**src/rtl/id_hazard_ctrl_pkg.sv**
```systemverilog
// Shared definitions for the decode-stage interlock/forwarding controller:
// register index width and EX operand forwarding-select encodings.
package id_hazard_ctrl_pkg;

    localparam int RFIDX_WIDTH = 5;

    localparam logic [1:0] FWD_RF  = 2'b00;
    localparam logic [1:0] FWD_MEM = 2'b01;
    localparam logic [1:0] FWD_WB  = 2'b10;

endpackage

```
**src/rtl/id_hazard_ctrl_tag.sv**
```systemverilog
// One registered stage of the shadow tag pipeline. Only the valid bit is
// cleared by reset; the payload is meaningless while valid is low.
module hz_tag_slot #(
    parameter int RFIDX_WIDTH = 5
) (
    input  logic                   clk,
    input  logic                   rst_n,
    input  logic                   valid_d,
    input  logic [RFIDX_WIDTH-1:0] rd_d,
    input  logic                   reg_write_d,
    input  logic                   is_load_d,
    input  logic [RFIDX_WIDTH-1:0] rs1_d,
    input  logic [RFIDX_WIDTH-1:0] rs2_d,
    output logic                   valid_q,
    output logic [RFIDX_WIDTH-1:0] rd_q,
    output logic                   reg_write_q,
    output logic                   is_load_q,
    output logic [RFIDX_WIDTH-1:0] rs1_q,
    output logic [RFIDX_WIDTH-1:0] rs2_q
);

    always_ff @(posedge clk) begin
        if (!rst_n) begin
            valid_q <= 1'b0;
        end else begin
            valid_q <= valid_d;
        end
    end

    always_ff @(posedge clk) begin
        rd_q        <= rd_d;
        reg_write_q <= reg_write_d;
        is_load_q   <= is_load_d;
        rs1_q       <= rs1_d;
        rs2_q       <= rs2_d;
    end

endmodule

```
**src/rtl/id_hazard_ctrl.sv**
```systemverilog
// Decode-stage interlock controller: load-use/jalr stalls, branch flush
// bubbles and EX forwarding selects from an EX/MEM/WB shadow tag pipeline.
module id_hazard_ctrl #(
    parameter int RFIDX_WIDTH = id_hazard_ctrl_pkg::RFIDX_WIDTH,
    parameter int CNT_W       = 32
) (
    input  logic                   clk,
    input  logic                   rst_n,
    input  logic                   id_valid,
    input  logic [RFIDX_WIDTH-1:0] id_rs1_index,
    input  logic [RFIDX_WIDTH-1:0] id_rs2_index,
    input  logic [RFIDX_WIDTH-1:0] id_rd_index,
    input  logic                   id_use_rs1,
    input  logic                   id_use_rs2,
    input  logic                   id_reg_write,
    input  logic                   id_mem_read,
    input  logic                   id_jalr,
    input  logic                   bxx_flush,
    output logic                   stall_if,
    output logic                   bubble_ex,
    output logic                   flush_if_id,
    output logic [1:0]             fwd_a_sel,
    output logic [1:0]             fwd_b_sel,
    output logic [CNT_W-1:0]       stall_cnt,
    output logic [CNT_W-1:0]       flush_cnt
);

    import id_hazard_ctrl_pkg::*;

    logic                   ex_valid_d;
    logic                   ex_valid_q,  mem_valid_q,  wb_valid_q;
    logic [RFIDX_WIDTH-1:0] ex_rd_q,     mem_rd_q,     wb_rd_q;
    logic                   ex_rw_q,     mem_rw_q,     wb_rw_q;
    logic                   ex_ld_q,     mem_ld_q,     wb_ld_q;
    logic [RFIDX_WIDTH-1:0] ex_rs1_q,    mem_rs1_q,    wb_rs1_q;
    logic [RFIDX_WIDTH-1:0] ex_rs2_q,    mem_rs2_q,    wb_rs2_q;

    logic                   load_use;
    logic                   jalr_hz;
    logic [CNT_W-1:0]       stall_cnt_d, stall_cnt_q;
    logic [CNT_W-1:0]       flush_cnt_d, flush_cnt_q;
    logic                   unused_tag_bits;

    // x0 is hard-wired zero, so a write to it never creates a dependency.
    function automatic logic slot_match(
        input logic                   v,
        input logic                   rw,
        input logic [RFIDX_WIDTH-1:0] rd,
        input logic [RFIDX_WIDTH-1:0] r
    );
        return v & rw & (rd == r) & (r != '0);
    endfunction

    // A load sitting in MEM has no data yet; the load-use stall ensures it
    // is already in WB by the time a dependent instruction reaches EX.
    function automatic logic [1:0] fwd_pick(
        input logic                   ex_v,
        input logic [RFIDX_WIDTH-1:0] r,
        input logic                   mem_v,
        input logic                   mem_rw,
        input logic                   mem_ld,
        input logic [RFIDX_WIDTH-1:0] mem_rd,
        input logic                   wb_v,
        input logic                   wb_rw,
        input logic [RFIDX_WIDTH-1:0] wb_rd
    );
        if (!ex_v) begin
            return FWD_RF;
        end else if (slot_match(mem_v, mem_rw, mem_rd, r) && !mem_ld) begin
            return FWD_MEM;
        end else if (slot_match(wb_v, wb_rw, wb_rd, r)) begin
            return FWD_WB;
        end
        return FWD_RF;
    endfunction

    // ---- hazard detection (decode vs. registered tags) ----
    always_comb begin
        load_use = ex_valid_q & ex_ld_q &
                   ((id_use_rs1 & slot_match(ex_valid_q, ex_rw_q, ex_rd_q, id_rs1_index)) |
                    (id_use_rs2 & slot_match(ex_valid_q, ex_rw_q, ex_rd_q, id_rs2_index)));
        // jalr reads rs1 in decode with no bypass, so every in-flight writer blocks it.
        jalr_hz  = id_jalr &
                   (slot_match(ex_valid_q,  ex_rw_q,  ex_rd_q,  id_rs1_index) |
                    slot_match(mem_valid_q, mem_rw_q, mem_rd_q, id_rs1_index) |
                    slot_match(wb_valid_q,  wb_rw_q,  wb_rd_q,  id_rs1_index));
        stall_if    = id_valid & (load_use | jalr_hz) & ~bxx_flush;
        bubble_ex   = stall_if | bxx_flush;
        flush_if_id = bxx_flush;
        ex_valid_d  = id_valid & ~bubble_ex;
    end

    // ---- tag pipeline: ID -> EX -> MEM -> WB, never frozen ----
    hz_tag_slot #(.RFIDX_WIDTH(RFIDX_WIDTH)) u_ex (
        .clk(clk), .rst_n(rst_n),
        .valid_d(ex_valid_d), .rd_d(id_rd_index), .reg_write_d(id_reg_write),
        .is_load_d(id_mem_read), .rs1_d(id_rs1_index), .rs2_d(id_rs2_index),
        .valid_q(ex_valid_q), .rd_q(ex_rd_q), .reg_write_q(ex_rw_q),
        .is_load_q(ex_ld_q), .rs1_q(ex_rs1_q), .rs2_q(ex_rs2_q)
    );

    hz_tag_slot #(.RFIDX_WIDTH(RFIDX_WIDTH)) u_mem (
        .clk(clk), .rst_n(rst_n),
        .valid_d(ex_valid_q), .rd_d(ex_rd_q), .reg_write_d(ex_rw_q),
        .is_load_d(ex_ld_q), .rs1_d(ex_rs1_q), .rs2_d(ex_rs2_q),
        .valid_q(mem_valid_q), .rd_q(mem_rd_q), .reg_write_q(mem_rw_q),
        .is_load_q(mem_ld_q), .rs1_q(mem_rs1_q), .rs2_q(mem_rs2_q)
    );

    hz_tag_slot #(.RFIDX_WIDTH(RFIDX_WIDTH)) u_wb (
        .clk(clk), .rst_n(rst_n),
        .valid_d(mem_valid_q), .rd_d(mem_rd_q), .reg_write_d(mem_rw_q),
        .is_load_d(mem_ld_q), .rs1_d(mem_rs1_q), .rs2_d(mem_rs2_q),
        .valid_q(wb_valid_q), .rd_q(wb_rd_q), .reg_write_q(wb_rw_q),
        .is_load_q(wb_ld_q), .rs1_q(wb_rs1_q), .rs2_q(wb_rs2_q)
    );

    assign unused_tag_bits = ^{mem_rs1_q, mem_rs2_q, wb_rs1_q, wb_rs2_q, wb_ld_q};

    // ---- EX operand forwarding ----
    always_comb begin
        fwd_a_sel = fwd_pick(ex_valid_q, ex_rs1_q, mem_valid_q, mem_rw_q, mem_ld_q,
                             mem_rd_q, wb_valid_q, wb_rw_q, wb_rd_q);
        fwd_b_sel = fwd_pick(ex_valid_q, ex_rs2_q, mem_valid_q, mem_rw_q, mem_ld_q,
                             mem_rd_q, wb_valid_q, wb_rw_q, wb_rd_q);
    end

    // ---- performance counters (wrap silently) ----
    always_comb begin
        stall_cnt_d = stall_cnt_q + {{(CNT_W-1){1'b0}}, stall_if};
        flush_cnt_d = flush_cnt_q + {{(CNT_W-1){1'b0}}, bxx_flush};
    end

    always_ff @(posedge clk) begin
        if (!rst_n) begin
            stall_cnt_q <= '0;
            flush_cnt_q <= '0;
        end else begin
            stall_cnt_q <= stall_cnt_d;
            flush_cnt_q <= flush_cnt_d;
        end
    end

    assign stall_cnt = stall_cnt_q;
    assign flush_cnt = flush_cnt_q;

endmodule

```
**config.mk**
```make
export PLATFORM = sky130hd
export DESIGN_NAME = id_hazard_ctrl
export DESIGN_NICKNAME = d
export VERILOG_FILES = /design/src/rtl/id_hazard_ctrl_pkg.sv /design/src/rtl/id_hazard_ctrl_tag.sv /design/src/rtl/id_hazard_ctrl.sv
export SDC_FILE = /design/constraint.sdc
export NUM_CORES = 1
export LEC_CHECK = 0
export CAP_MARGIN = 20
export CORE_MARGIN = 10
export CORE_UTILIZATION = 45
export CTS_BUF_LIST = sky130_fd_sc_hd__clkbuf_4 sky130_fd_sc_hd__clkbuf_8 sky130_fd_sc_hd__clkbuf_16
export CTS_CLUSTER_SIZE = 28
export DETAILED_ROUTE_END_ITERATION = 10
export PLACE_DENSITY = 0.8
export SETUP_SLACK_MARGIN = 0.5
export SYNTH_ARGS = -nofsm -noshare
export SYNTH_HDL_FRONTEND = slang
export SYNTH_HIERARCHICAL = 1
export SYNTH_SLANG_ARGS = --single-unit
```
**constraint.sdc**
```tcl
create_clock -name clk -period 6.7 [get_ports clk]
set_clock_uncertainty 0.05 [all_clocks]
set_input_delay 1.34 -clock clk [delete_from_list [all_inputs] [get_ports clk]]
set_output_delay 1.34 -clock clk [all_outputs]
set_load 0.02 [all_outputs]
```
== Word level (Yosys, flattened, before mapping) ==
Index checks and enable logic that the tools add are counted.

* Add/sub/neg operators: 2
* Equality and inequality tests: 8
* Muxes and demuxes: 14
* Bitwise operators: 34
* Reductions and logical operators: 7

{| class="wikitable"
|+ Operator list
! operator !! number
|-
| $add 32x1->32 || 2
|-
| $eq 5x5->1 || 8
|-
| $and 1x1->1 || 27
|-
| $reduce_bool 5->1 || 4
|-
| $mux 2 || 8
|-
| $mux 1 || 6
|-
| $or 1x1->1 || 5
|-
| $logic_and 1x1->1 || 2
|-
| $not 1->1 || 2
|-
| $logic_not 1->1 || 1
|}

* Register bits: 97
* Input bits: 24
* Output and inout bits: 71
* Logic and storage cells: 80

== Longest topological paths before layout ==
Gate-level depths: netlist (run 1).

* Depth in word-level cells: 12
* Mapped depth: 12
* Depth with buffers taken out: 12

== Cells and area by module ==
The synthesis (run 1) kept the hierarchy.

{| class="wikitable"
|+ Modules (own cells, without submodules)
! module !! instances !! cells each !! area an instance (µm²) !! sequential area each (µm²)
|-
| id_hazard_ctrl || 1 || 398 || 3410.8 || 1281.2
|-
| hz_tag_slot || 3 || 19 || 366.6 || 360.3
|}

== Least setup slack after synthesis (run 1) ==
No wires, ideal clock.

* Kind: input to register
* Start: input id_rs1_index[3]
* End: register stall_cnt_q[24] (netlist: stall_cnt[24])
* Setup time: 124 ps
* Arrival: 3936 ps
* Data required time: 6526 ps
* Setup slack: 2589 ps
* Stages: 12
* Buffers on the path: 0
* Path through: xor2_1 -> nor4_1 -> a22oi_1 -> o211ai_1 -> and3b_1 -> ha_1 -> ha_1 -> inv_1 -> or4_4 -> nor4_2 -> xnor2_1 -> nor2_1

* Longest elaborated chain between the ends: 10
* Elaborated cells on any way between the ends: 20
* Classes of those cells: 1 x add/sub; 3 x eq/ne; 15 x bitwise; 1 x reduce/logical

{| class="wikitable"
|+ RTL lines
! element !! line !! text
|-
| from (decl) || id_hazard_ctrl.sv:10 || <nowiki>input logic [RFIDX_WIDTH-1:0] id_rs1_index,</nowiki>
|-
| $eq 5x5->1 || id_hazard_ctrl.sv:51 || <nowiki>return v & rw & (rd == r) & (r != '0);</nowiki>
|-
| $and 1x1->1 (2 in a row) || id_hazard_ctrl.sv:51 ||
|-
| $and 1x1->1 or $or 1x1->1 (tied branches) || id_hazard_ctrl.sv:80, id_hazard_ctrl.sv:84 ||
|-
| $or 1x1->1, on equally long branches || id_hazard_ctrl.sv:80, id_hazard_ctrl.sv:85 ||
|-
| $and 1x1->1, on equally long branches || id_hazard_ctrl.sv:79, id_hazard_ctrl.sv:83 ||
|-
| $or 1x1->1 (*) || id_hazard_ctrl.sv:87 || <nowiki>stall_if = id_valid & (load_use | jalr_hz) & ~bxx_flush;</nowiki>
|-
| $and 1x1->1 (*) (2 in a row) || id_hazard_ctrl.sv:87 ||
|-
| net stall_if || id_hazard_ctrl.sv:19 || <nowiki>output logic stall_if,</nowiki>
|-
| $add 32x1->32 (*) || id_hazard_ctrl.sv:130 || <nowiki>stall_cnt_d = stall_cnt_q + {{(CNT_W-1){1'b0}}, stall_if};</nowiki>
|-
| to (signal assigned) || id_hazard_ctrl.sv:139 || <nowiki>stall_cnt_q <= stall_cnt_d;</nowiki>
|-
| to (decl) || id_hazard_ctrl.sv:40 || <nowiki>logic [CNT_W-1:0] stall_cnt_d, stall_cnt_q;</nowiki>
|}

The timed path passes the listed nets; every way through them passes the cells marked *.
A chain may end at the register's enable or synchronous reset.

== Final worst setup path (run 1) ==
* Start: input id_rs1_index[3]
* End: output stall_if

* Longest elaborated chain between the ends: 9
* Elaborated cells on any way between the ends: 19
* Classes of those cells: 3 x eq/ne; 15 x bitwise; 1 x reduce/logical

{| class="wikitable"
|+ RTL lines
! element !! line
|-
| $eq 5x5->1 || id_hazard_ctrl.sv:51
|-
| $and 1x1->1 (2 in a row) || id_hazard_ctrl.sv:51
|-
| $and 1x1->1 or $or 1x1->1 (tied branches) || id_hazard_ctrl.sv:80, id_hazard_ctrl.sv:84
|-
| $or 1x1->1, on equally long branches || id_hazard_ctrl.sv:80, id_hazard_ctrl.sv:85
|-
| $and 1x1->1, on equally long branches || id_hazard_ctrl.sv:79, id_hazard_ctrl.sv:83
|-
| $or 1x1->1 (*) || id_hazard_ctrl.sv:87
|-
| $and 1x1->1 (*) (2 in a row) || id_hazard_ctrl.sv:87
|-
| to (decl) || id_hazard_ctrl.sv:19
|}

Mark *: on every way between the ends. The rest lies on a longest branch, timed or not.

==> results of run 1 <==
## registers in the layout, indices dropped and copies added, names as in the netlist
| name | cells |
|---|---|
| u_mem/is_load_q | 1 |
| u_wb/valid_q | 1 |
| u_ex/rs2_q | 5 |
| u_wb/rd_q | 5 |
| u_ex/rd_q | 5 |
| u_ex/reg_write_q | 1 |
| u_ex/is_load_q | 1 |
| stall_cnt | 32 |
| flush_cnt | 32 |
| u_mem/valid_q | 1 |
| u_ex/valid_q | 1 |
| u_mem/rd_q | 5 |
| u_wb/reg_write_q | 1 |
| u_mem/reg_write_q | 1 |
| u_ex/rs1_q | 5 |
## power by group through the flow
stage | clock (mW) | sequential, mW | combinational [mW]
2_1_floorplan | 0 | 0.612 | 0.0281
3_3_place_gp | 0 | 0.614 | 0.0543
3_5_place_dp | 0 | 0.614 | 0.0557
4_1_cts | 0.399 | 0.601 | 0.0562
5_1_grt | 0.415 | 0.603 | 0.0612
6_report | 0.389 | 0.601 | 0.0558
## layout make-up
type | count | area, µm² | area share [%]
inverters | 7 | 26.3 | 0.493
repair buffers | 95 | 948 | 17.8
well taps | 108 | 135 | 2.53
clock buffers | 10 | 138 | 2.58
clock inverters | 6 | 65.1 | 1.22
flip-flops and latches | 97 | 1940 | 36.4
multi-input cells | 321 | 2080 | 39.0
## stage by stage
stage	hold slack [ns]	instances
after CTS	0.306	644
after global placement	0.288	628
after detailed placement	0.286	628
after floorplan	0.281	434
after global routing	0.302	644
final	0.307	644
## metal layers
metal  vias up  wire, µm  part of all wire [%]
met4         0        97                  0.98
met5         -         0                     0
met1      1563      4240                    43
li1       1698         -                     -
met3        10       870                   8.8
met2        99      4680                    47
## worst paths after layout
kind,to,slack [ns],start,cells after the start
max,stall_if,1.58,id_rs1_index[3],7
min,u_wb/reg_write_q,0.31,u_mem/reg_write_q,0
max reg2reg,stall_cnt[30],3.13,u_mem/rd_q[2],12
min reg2reg,u_wb/reg_write_q,0.31,u_mem/reg_write_q,0
## placed cells by master, fill, tap and decap left out, drive strengths merged, types with 5 or more instances in the layout
cell,n
a21oi,9
and2,14
and3,9
and4,6
clkbuf,10
clkdlybuf4s50,94
dfxtp,97
inv,9
nand2,23
nand3,25
nand4,25
nor2,61
nor3,8
nor4,16
o21ai,8
or3,8
or4,5
xnor2,35
xor2,55
## worst register-to-register path, delay by kind of cell, from the launching register on
kind                     cells  cell delay, ns
XOR/XNOR                     2            0.30
AO/OA/AOI/OAI                2            0.47
flip-flops                   1            0.47
adder cells (fa/ha/maj)      2            0.49
AND/OR/NAND/NOR              5            1.54
buffers and inverters        1            0.13
==> metrics.txt, run 1 <==
post-route cell area 5330 µm²; clock power share 37.2%; DRT Pass-1 Iters 4; crit path buf inv count 2; ANT nets after route 0; postcts setup bufs 0; vias in the first global route 3,288; fin crit period 5.12 ns; detailed placer's ending HPWL 7540 µm; DR vias 3,370; Post-Route WL 9890 µm; met3 Track Usage GR 5.52%; Rows 34; Crit. End Element primary output; crit-path most repeated cell clkdlybuf4s50_1; Sequential Power Share 57.5%; chip width 115 µm; Hold Buf Count CTS 0; port bufs 94; Worst EP arrival 3.73 ns; syn_nets 462; diode count 0; Iteration-0 DRC Markers 141; Max Buffers Root-to-Sink 2; Area growth syn-to-layout 30.4%; critical path required time 5.31 ns; Crit path max-delay family buffers and inverters; Filler cells 710; Power Total 1.05 mW; Max Fclk 195 MHz; # setup viols final 0; share of layout cells above drive strength 1 4.66%; GRT Residual Overflow 0; setup repair after global routing missed its margin no; initial antenna violation count 0; cts repair resizes 0; Max Slew Vio Count 0; total track usage 14.9%; Max stage delay on crit path 0.62 ns; Least-Margin Pin Slew 0.924 ns; Clock Pin Slew Worst Setup and Hold Paths 0.09 ns; Pint 802 µW; first-pass GRT wire length 16,200 µm; CP Class input port to primary output; crit path max-delay cell type clkdlybuf4s50_1; leakage 1.88 nW; met2 usage 24.0%; largest net degree at the start of global routing 58; max_slew headroom 37.9%; Switching Share 23.3%; Setup WS post-layout 1.58 ns; Max FO, Critical Path 5; drc violations 0; Syn Area/Cell 9.42 µm²; Fin. Hold Viols 0; maximum VDD drop 0.145 mV; crit-path cells clkdlybuf4s50_1 > xor2_1 > nor4_1 > a22oi_1 > o211ai_1 > and3b_1 > clkdlybuf4s50_1; final net count 559; via/cell ratio 5.23; Ports 95; CTS tree built; setup_tns 0 ns; met1 Track Usage GR 17.8%; core region area 8760 µm²; Die Y 115 µm; Synth warnings 6; status finished clean; Synth Instances 434; routability cong. 0.924; maxcap violations 0; NetSw 244 µW; CTS root buf clkbuf_8; Core Util, Final 60.9%; Syn Std Cell Area 4090 µm²; busiest grt layer met2; Max H-tree Level 3; worst skew pair latency 0.36 ns; die area 13,300 µm²; Setup crit start kind input port; P per Cell Area 196 nW/µm²; Logic pwr share 5.3%; CTS sink cnt 97; total CTS buffers 9; dpl cell area 5130 µm²; post-DR wirelength/cell 15.4 µm; Initial Util 46.7%; pre-CTS WS 1.57 ns; period utilization 76.4%; worst min path class register to register
Note: power is estimated with default switching activity, not from simulation.
==> run 2: changes to the inputs <==
- PLACE_DENSITY: 0.8 -> 0.83
- clock period: 6.7 -> 4.4 ns (I/O delays scaled with it)
==> metrics.txt, run 2 (synthesis results as in run 1) <==
status finished clean; die area 13,300 µm²; CTS tree built; period utilization 85.9%; Rows 34; Die Y 115 µm; share of layout cells above drive strength 1 5.58%; leakage 1.92 nW; largest net degree at the start of global routing 58; maxcap violations 0; chip width 115 µm; DRT Pass-1 Iters 4; Fin. Hold Viols 0; fin crit period 3.78 ns; crit path from id_rs2_index[3]; routability cong. 0.934; Iteration-0 DRC Markers 196; vias in the first global route 3,615; Max Fclk 265 MHz; Max H-tree Level 3; Hold Buf Count CTS 0; Worst R2R End stall_cnt[24]; worst skew pair latency 0.34 ns; critical path required time 4.57 ns; max_slew headroom 46.0%; Initial Util 46.7%; post-DR wirelength/cell 16.3 µm; CTS root buf clkbuf_8; Power Total 1.58 mW; Setup WS post-layout 0.622 ns; total CTS buffers 9; total track usage 15.9%; diode count 0; Filler cells 720; Worst R2R Setup Slack 1.16 ns; Max Buffers Root-to-Sink 2; Max Slew Vio Count 0; worst min path class register to register; dpl cell area 5150 µm²; DR vias 3,491; Max FO, Critical Path 6; pre-CTS WS 0.0212 ns; Crit. End Element register; Clock Pin Slew Worst Setup and Hold Paths 0.09 ns; setup_tns 0 ns; GRT Residual Overflow 0; initial antenna violation count 0; most common cell after layout, fill and taps aside dfxtp_1; reg-to-reg startpoint u_mem/rd_q[3]; core region area 8760 µm²; Worst EP arrival 3.94 ns; Setup crit end stall_cnt[24]; Area growth syn-to-layout 31.1%; most frequent cells in the layout dfxtp_1 (97), clkdlybuf4s50_1 (86), nor2_1 (61), xor2_1 (55), xnor2_1 (35); via/cell ratio 5.40; Setup crit start kind input port; Post-Route WL 10,600 µm; # setup viols final 0; r2r worst-path depth 12; port bufs 94; CTS sink cnt 97; setup repair after global routing missed its margin no; Ports 95; drc violations 0; maximum VDD drop 0.175 mV; P per Cell Area 294 nW/µm²; detailed placer's ending HPWL 8030 µm; post-route cell area 5360 µm²; Core Util, Final 61.2%; CP Class input port to register; ANT nets after route 0; Least-Margin Pin Slew 0.803 ns; first-pass GRT wire length 17,400 µm; final net count 562
## run 2: cell types whose count changed in the layout (fill, tap and decap cells not counted)
cell,delta
buf_4,+3
clkbuf_4,+1
clkdlybuf4s50_1,-8
clkinv_2,-1
clkinv_4,+1
clkinvlp_4,-1
dlygate4sd2_1,+5
dlymetal6s2s_1,+3
ha_1,-2
ha_2,+2
inv_6,-1
nor4_1,-1
nor4_2,+1
## run 2: per-stage QoR
step                hold slack [ns]  cells
floorplan                     0.281    434
global placement              0.288    630
detailed placement            0.288    630
CTS                           0.305    646
global route                  0.303    646
finish                        0.304    646
## run 2: how the worst min path moves through the flow
stage | from | to | slack (ns) | cells past startpoint
floorplan | u_mem/reg_write_q | u_wb/reg_write_q | 0.28 | 0
global placement | u_mem/reg_write_q | u_wb/reg_write_q | 0.29 | 0
detailed placement | u_mem/reg_write_q | u_wb/reg_write_q | 0.29 | 0
CTS | u_mem/reg_write_q | u_wb/reg_write_q | 0.30 | 0
global route | u_mem/reg_write_q | u_wb/reg_write_q | 0.30 | 0
finish | u_mem/reg_write_q | u_wb/reg_write_q | 0.30 | 0
## run 2: layout make-up
class	count	area (µm²)	area share [%]
multi-input cells	321	2090	39.0
flip-flops and latches	97	1940	36.2
repair buffers	98	972	18.1
clock buffers	11	145	2.71
well taps	108	135	2.52
clock inverters	4	52.6	0.980
inverters	7	26.3	0.490
## run 2: power by group
part           switching [mW]  internal, mW
logic                  0.0410        0.0453
clock network           0.290         0.284
registers              0.0212         0.895
## run 2: metal layers
layer	vias to the layer above	track usage [%]	part of all wire, %
li1	1697	-	-
met1	1684	17.9	41
met2	98	27.0	50
met3	12	5.16	7.3
met4	0	6.60	1.5
met5	-	0	0
## run 2: worst max-delay path, cell delays in order
cell	delay [ns]
clkdlybuf4s50_1	0.52
xnor2_1	0.14
nand3_1	0.10
a2111o_1	0.40
o211ai_1	0.12
and3b_1	0.22
ha_2	0.20
ha_2	0.20
inv_1	0.10
or4_4	0.57
nor4_2	0.29
xnor2_1	0.15
nor2_1	0.05
## run 2: timing repair
item | 4_1_cts | 5_1_grt
gates resized for setup | 5 | 6
pin swaps | 2 | 1
endpoints found under the setup margin | 5 | 3
setup buffers | 1 | 0
==> run 3: changes to the inputs <==
- CTS_CLUSTER_DIAMETER: not set -> 120
==> results of run 3 <==
The final DEF is identical to that of run 2; final timing and power are the same.
